File: src/rtl/axi_lite_write_slave_if.sv
// AXI4-Lite write-channel bundle (AW, W, B) shared between a manager and
// the axi_lite_write_slave responder. Signal names follow the AXI spelling.
interface axi_lite_write_slave_if;
   logic [31:0] AWADDR;
   logic        AWVALID;
   logic        AWREADY;
   logic [31:0] WDATA;
   logic [3:0]  WSTRB;
   logic        WVALID;
   logic        WREADY;
   logic [1:0]  BRESP;
   logic        BVALID;
   logic        BREADY;

   modport master (
      output AWADDR, AWVALID, WDATA, WSTRB, WVALID, BREADY,
      input  AWREADY, WREADY, BRESP, BVALID
   );

   modport slave (
      input  AWADDR, AWVALID, WDATA, WSTRB, WVALID, BREADY,
      output AWREADY, WREADY, BRESP, BVALID
   );
endinterface

File: src/rtl/axi_lite_write_slave.sv
// AXI4-Lite write responder with a byte-strobed register bank.
// AW and W are accepted independently into one-entry buffers; the write
// commits once both are present, then a single B response is held until
// BREADY. At most one write is in flight.
// Build option: define AXI_WR_SLVERR_EN to answer out-of-range writes with
// SLVERR instead of OKAY (the write is dropped either way).
module axi_lite_write_slave #(
   parameter int NUM_REGS = 16,
   localparam int IDX_W = $clog2(NUM_REGS)
) (
   input  logic                 ACLK,
   input  logic                 ARESETn,
   axi_lite_write_slave_if.slave bus,
   input  logic [IDX_W-1:0]     rf_raddr,
   output logic [31:0]          rf_rdata
);

   localparam logic [1:0] RESP_OKAY = 2'b00;
`ifdef AXI_WR_SLVERR_EN
   localparam logic [1:0] RESP_OOR = 2'b10;
`else
   localparam logic [1:0] RESP_OOR = 2'b00;
`endif
   localparam logic [31:0] ADDR_LIMIT = 32'(NUM_REGS * 4);

   logic [31:0]      regs [NUM_REGS];

   logic             rdy_en;
   logic             aw_full;
   logic             aw_in_range;
   logic [IDX_W-1:0] aw_idx;
   logic             w_full;
   logic [31:0]      w_buf;
   logic [3:0]       s_buf;
   logic             bvalid_q;
   logic [1:0]       bresp_q;

   logic             aw_ready;
   logic             w_ready;
   logic             aw_hs;
   logic             w_hs;
   logic             commit;
   logic             cur_in_range;
   logic [IDX_W-1:0] cur_idx;
   logic [31:0]      cur_data;
   logic [3:0]       cur_strb;
   logic             unused_addr_bits;

   // The AW buffer keeps the decoded index and range flag, so the byte
   // offset bits are never needed.
   assign unused_addr_bits = ^bus.AWADDR[1:0];

   assign aw_ready = rdy_en & ~aw_full & ~bvalid_q;
   assign w_ready  = rdy_en & ~w_full & ~bvalid_q;
   assign aw_hs    = bus.AWVALID & aw_ready;
   assign w_hs     = bus.WVALID & w_ready;

   // Each side is available if buffered earlier or handshaking right now.
   assign commit       = (aw_full | aw_hs) & (w_full | w_hs);
   assign cur_in_range = aw_full ? aw_in_range : (bus.AWADDR < ADDR_LIMIT);
   assign cur_idx      = aw_full ? aw_idx : bus.AWADDR[IDX_W+1:2];
   assign cur_data     = w_full ? w_buf : bus.WDATA;
   assign cur_strb     = w_full ? s_buf : bus.WSTRB;

   assign bus.AWREADY = aw_ready;
   assign bus.WREADY  = w_ready;
   assign bus.BVALID  = bvalid_q;
   assign bus.BRESP   = bresp_q;

   assign rf_rdata = regs[rf_raddr];

   // Channel buffers, ready enable and B response registers.
   always_ff @(posedge ACLK or negedge ARESETn) begin
      if (!ARESETn) begin
         rdy_en      <= 1'b0;
         aw_full     <= 1'b0;
         aw_in_range <= 1'b0;
         aw_idx      <= '0;
         w_full      <= 1'b0;
         w_buf       <= '0;
         s_buf       <= '0;
         bvalid_q    <= 1'b0;
         bresp_q     <= RESP_OKAY;
      end else begin
         rdy_en <= 1'b1;
         if (commit) begin
            aw_full  <= 1'b0;
            w_full   <= 1'b0;
            bvalid_q <= 1'b1;
            bresp_q  <= cur_in_range ? RESP_OKAY : RESP_OOR;
         end else begin
            if (aw_hs) begin
               aw_full     <= 1'b1;
               aw_in_range <= bus.AWADDR < ADDR_LIMIT;
               aw_idx      <= bus.AWADDR[IDX_W+1:2];
            end
            if (w_hs) begin
               w_full <= 1'b1;
               w_buf  <= bus.WDATA;
               s_buf  <= bus.WSTRB;
            end
            if (bvalid_q && bus.BREADY) begin
               bvalid_q <= 1'b0;
            end
         end
      end
   end

   // Register bank: strobed byte writes at the commit edge, cleared on reset.
   always_ff @(posedge ACLK or negedge ARESETn) begin
      if (!ARESETn) begin
         for (int r = 0; r < NUM_REGS; r++) begin
            regs[r] <= '0;
         end
      end else if (commit && cur_in_range) begin
         for (int i = 0; i < 4; i++) begin
            if (cur_strb[i]) begin
               regs[cur_idx][8*i +: 8] <= cur_data[8*i +: 8];
            end
         end
      end
   end

endmodule

File: src/flat_wrapper.sv
// flat-port wrapper written by rule: the top's interface ports become plain ports
module axi_lite_write_slave_flat 
#(
   parameter int NUM_REGS = 16,
   localparam int IDX_W = $clog2(NUM_REGS)
)
  (ACLK, ARESETn, rf_raddr, rf_rdata, bus_AWADDR, bus_AWVALID, bus_WDATA, bus_WSTRB, bus_WVALID, bus_BREADY, bus_AWREADY, bus_WREADY, bus_BRESP, bus_BVALID);
  axi_lite_write_slave_if bus_i ();
  input  logic ACLK;
  input  logic ARESETn;
  input  logic [IDX_W-1:0] rf_raddr;
  output logic [31:0] rf_rdata;
  input wire logic [$bits(bus_i.AWADDR)-1:0] bus_AWADDR;
  input wire logic [$bits(bus_i.AWVALID)-1:0] bus_AWVALID;
  input wire logic [$bits(bus_i.WDATA)-1:0] bus_WDATA;
  input wire logic [$bits(bus_i.WSTRB)-1:0] bus_WSTRB;
  input wire logic [$bits(bus_i.WVALID)-1:0] bus_WVALID;
  input wire logic [$bits(bus_i.BREADY)-1:0] bus_BREADY;
  output wire logic [$bits(bus_i.AWREADY)-1:0] bus_AWREADY;
  output wire logic [$bits(bus_i.WREADY)-1:0] bus_WREADY;
  output wire logic [$bits(bus_i.BRESP)-1:0] bus_BRESP;
  output wire logic [$bits(bus_i.BVALID)-1:0] bus_BVALID;
  assign bus_i.AWADDR = bus_AWADDR;
  assign bus_i.AWVALID = bus_AWVALID;
  assign bus_i.WDATA = bus_WDATA;
  assign bus_i.WSTRB = bus_WSTRB;
  assign bus_i.WVALID = bus_WVALID;
  assign bus_i.BREADY = bus_BREADY;
  assign bus_AWREADY = bus_i.AWREADY;
  assign bus_WREADY = bus_i.WREADY;
  assign bus_BRESP = bus_i.BRESP;
  assign bus_BVALID = bus_i.BVALID;
  axi_lite_write_slave #(.NUM_REGS(NUM_REGS)) u_core (.ACLK(ACLK), .ARESETn(ARESETn), .bus(bus_i), .rf_raddr(rf_raddr), .rf_rdata(rf_rdata));
endmodule
File: config.mk
export PLATFORM = sky130hd
export DESIGN_NAME = axi_lite_write_slave_flat
export DESIGN_NICKNAME = d
export VERILOG_FILES = /design/src/rtl/axi_lite_write_slave_if.sv /design/src/rtl/axi_lite_write_slave.sv /design/src/flat_wrapper.sv
export SDC_FILE = /design/constraint.sdc
export NUM_CORES = 1
export LEC_CHECK = 0
export CAP_MARGIN = 20
export CORE_MARGIN = 2
export CORE_UTILIZATION = 45
export CTS_BUF_LIST = sky130_fd_sc_hd__clkbuf_8
export DETAILED_ROUTE_END_ITERATION = 16
export PLACE_DENSITY = 0.68
export RECOVER_POWER = 25
export SYNTH_ARGS = -nofsm -noshare
export SYNTH_HDL_FRONTEND = slang
export SYNTH_SLANG_ARGS = --single-unit
File: constraint.sdc
create_clock -name ACLK -period 5.79 [get_ports ACLK]
set_input_delay 1.737 -clock ACLK [delete_from_list [all_inputs] [get_ports ACLK]]
set_output_delay 1.737 -clock ACLK [all_outputs]
set_load 0.02 [all_outputs]
==> key figures <==
STA
  – Final number of hold-violating endpoints: 0
  – Max Freq: 0.1765 GHz
  – Ratio of final minimum period to clock period: 97.86%
  – Slew headroom: -98.61%
  – Minimum clock period: 5.666 ns
  – Final worst setup slack: 0.1238 ns
  – Pins Over Slew Limit: 111
  – Skew final: 0.02398 ns
  – Worst-margin pin slew: 2.979 ns
  – Setup Viol. Count Final: 0
  – Setup repair after global routing missed its margin: false
  – Setup TNS: 0 ns

Hold path
  – Worst Hold Path EP: u_core.w_buf[11]
  – Worst hold path depth: 1
  – Hold wc startpoint: u_core.w_buf[11]
  – Worst min-delay path class: flip-flop to flip-flop

Pwr
  – Pleak: 14.00 nW
  – Worst vdd ir: 0.2093 mV
  – Pwr dens: 344.1 nW/um^2

Logic synthesis
  – Post-synth cell types: 28
  – Syn Area/Cell: 16.74 um^2
  – #FFs+latches synth: 557
  – Sequential area share after synthesis: 54.31%
  – Mapped Cells: 1533
  – Cell area after synthesis: 25670 um^2
  – Synth Warn #: 0

Job
  – Max-Cap Viols: 2

Floorplan
  – IO Pins: 114
  – DIE AREA: 58960 um^2
  – Initial core utilization: 45.52%
  – Die X: 242.8 um
  – Core area: 56390 um^2
  – Chip height: 242.8 um
  – Rows: 87

Critical path
  – Crit start category: input port
  – Crit end category: output port
  – RR Startpoint: u_core.w_full
  – CP arrival: 3.93 ns
  – Setup slack, reg-to-reg: 2.14 ns
  – WP data required: 4.05 ns
  – Critical-path maximum fanout: 16
  – WS Path Type: input port to output port
  – FF-to-FF path depth: 5
  – FF-to-FF End: u_core.regs[471]

Layout
  – Utilization after layout: 53.18%
  – Final Net Count: 1809
  – Most frequent cells in the layout: mux2_2, dfrtp_1, mux4_2
  – Final Non-Filler Cells: 2551
  – Area grow syn2layout: 16.84%
  – Layout cell share with drive strength beyond 1: 57.56%
  – Commonest non-fill, non-tap cell in the layout: mux2_2
  – Filler instances: 4704

Clock tree
  – TritonCTS clock tree: done
  – Post-CTS Setup Inserts: 0
  – Cts hold-fix bufs: 0
  – # H-tree levels: 3
  – CTS sink count: 557
  – Root Driver: clkbuf_8
  – CTS resizes: 0
  – CTS Buf Count: 92
  – Clock buffer depth: 3
  – Clock Latency Late Sink: 0.67 ns
  – Clk pin slew, worst setup/hold paths: 0.05 ns

Route
  – Total number of vias: 14302
  – Initial DRC count: 794
  – WL final: 59410 um
  – Post-DRT Antenna Nets: 0
  – Vias per cell: 5.606
  – DR DRC count: 0
  – Avg WL per Cell: 23.29 um
  – First-pass iteration count of the detailed router: 5

Status
  – Failing checks: capacitance limit, slew limit
  – Status: complete, but fails checks

Global routing
  – Total track usage: 20.72%
  – Largest net degree at the start of global routing: 113
  – Congestion Overflow GR: 0
  – Vias in the first global route: 15631
  – Initial antenna violation count: 2
  – Global-route wire length before repair: 93470 um

Placed design
  – Port Buffers: 109
  – Placed Instances: 2394
  – Final HPWL DP: 37480 um
  – Setup WS pre-CTS: 0.1133 ns
  – Final GP Congestion: 0.7613
-- cells by family after synthesis --
logic type | count (synthesis) | synth area share [%]
AOI/OAI and AO/OA | 12 | 0.3705
muxes | 749 | 39.88
buffers and inverters | 95 | 1.458
other | 2 | 0.02926
and+or+nand+nor | 118 | 3.954
DFF | 557 | 54.31
-- final cells by class --
cell class,instances,area [um^2],share of cell area (%)
Multi-Input combinational cell,882,11360,37.90
Antenna cell,2,5.005,0.01669
Sequential cell,557,13940,46.48
Clock buffer,118,1624,5.416
Tap cell,756,945.9,3.154
Timing Repair Buffer,194,1938,6.463
Inverter,5,18.77,0.06258
Clock inverter,37,152.6,0.5090
-- how the worst max path moves through the flow --
stage,startpoint,depth (start not counted),end
after floorplan,rf_raddr[0],4,rf_rdata[10]
after global placement,rf_raddr[0],5,rf_rdata[26]
after detailed placement,rf_raddr[0],5,rf_rdata[5]
after CTS,rf_raddr[0],5,rf_rdata[5]
after global routing,rf_raddr[0],5,rf_rdata[5]
final,rf_raddr[0],5,rf_rdata[5]
-- worst max-delay path, stage by stage --
cell and delay, ns:
clkbuf_8 0.29, buf_4 0.25, mux4_2 0.53, mux4_2 0.53
clkdlybuf4s50_1 0.57
-- synthesized netlist by cell type --
| cell | instances | share of area [%] |
|---|---|---|
| a21oi_1 | 2 | 0.039 |
| a222oi_1 | 4 | 0.16 |
| a22o_1 | 1 | 0.034 |
| a32o_1 | 1 | 0.039 |
| buf_1 | 18 | 0.26 |
| buf_2 | 8 | 0.16 |
| buf_4 | 2 | 0.058 |
| clkbuf_1 | 62 | 0.91 |
| conb_1 | 2 | 0.029 |
| dfrtp_1 | 557 | 54 |
| inv_1 | 5 | 0.073 |
| mux2_2 | 589 | 26 |
| mux4_2 | 160 | 14 |
| nand2_1 | 24 | 0.35 |
| nand2b_1 | 2 | 0.049 |
| nand3_1 | 3 | 0.058 |
| nand3b_1 | 7 | 0.20 |
| nand4_1 | 1 | 0.024 |
| nor2_1 | 6 | 0.088 |
| nor3_1 | 1 | 0.019 |
| nor3_2 | 48 | 1.9 |
| nor3_4 | 16 | 1.0 |
| nor4_1 | 6 | 0.15 |
| o21a_1 | 1 | 0.029 |
| o21ai_0 | 2 | 0.039 |
| o32ai_1 | 1 | 0.034 |
| or3_1 | 1 | 0.024 |
| or3b_2 | 3 | 0.10 |
-- report_power, final --
part	switching (mW)	internal [mW]	total, mW
Clock	1.52	1.81	3.32
Sequential	0.333	4.47	4.81
Combinational	1.19	0.996	2.19
-- stage by stage --
stage	total power, mW	hold WS (ns)	area, um^2
6_report	10.32	0.4986	29990
5_1_grt	10.85	0.5082	29990
4_1_cts	10.43	0.5010	30030
3_5_place_dp	7.073	0.4882	28250
3_3_place_gp	6.949	0.4812	28250
2_1_floorplan	6.375	0.4701	25670
-- layer usage --
layer / global-route usage (%) / routed length [um]
met1: 27.93 / 25990
met2: 34.14 / 29510
met3: 3.992 / 2384
met4: 6.406 / 1526
met5: 0 / 0
-- state kept, by name, indices dropped and copies added (netlist names) --
signal              cells
u_core.w_buf           32
u_core.aw_in_range      1
u_core.aw_full          1
u_core.regs           512
u_core.w_full           1
u_core.bus.BVALID       1
u_core.rdy_en           1
u_core.aw_idx           4
u_core.s_buf            4
(Power assumes the default switching activity.)
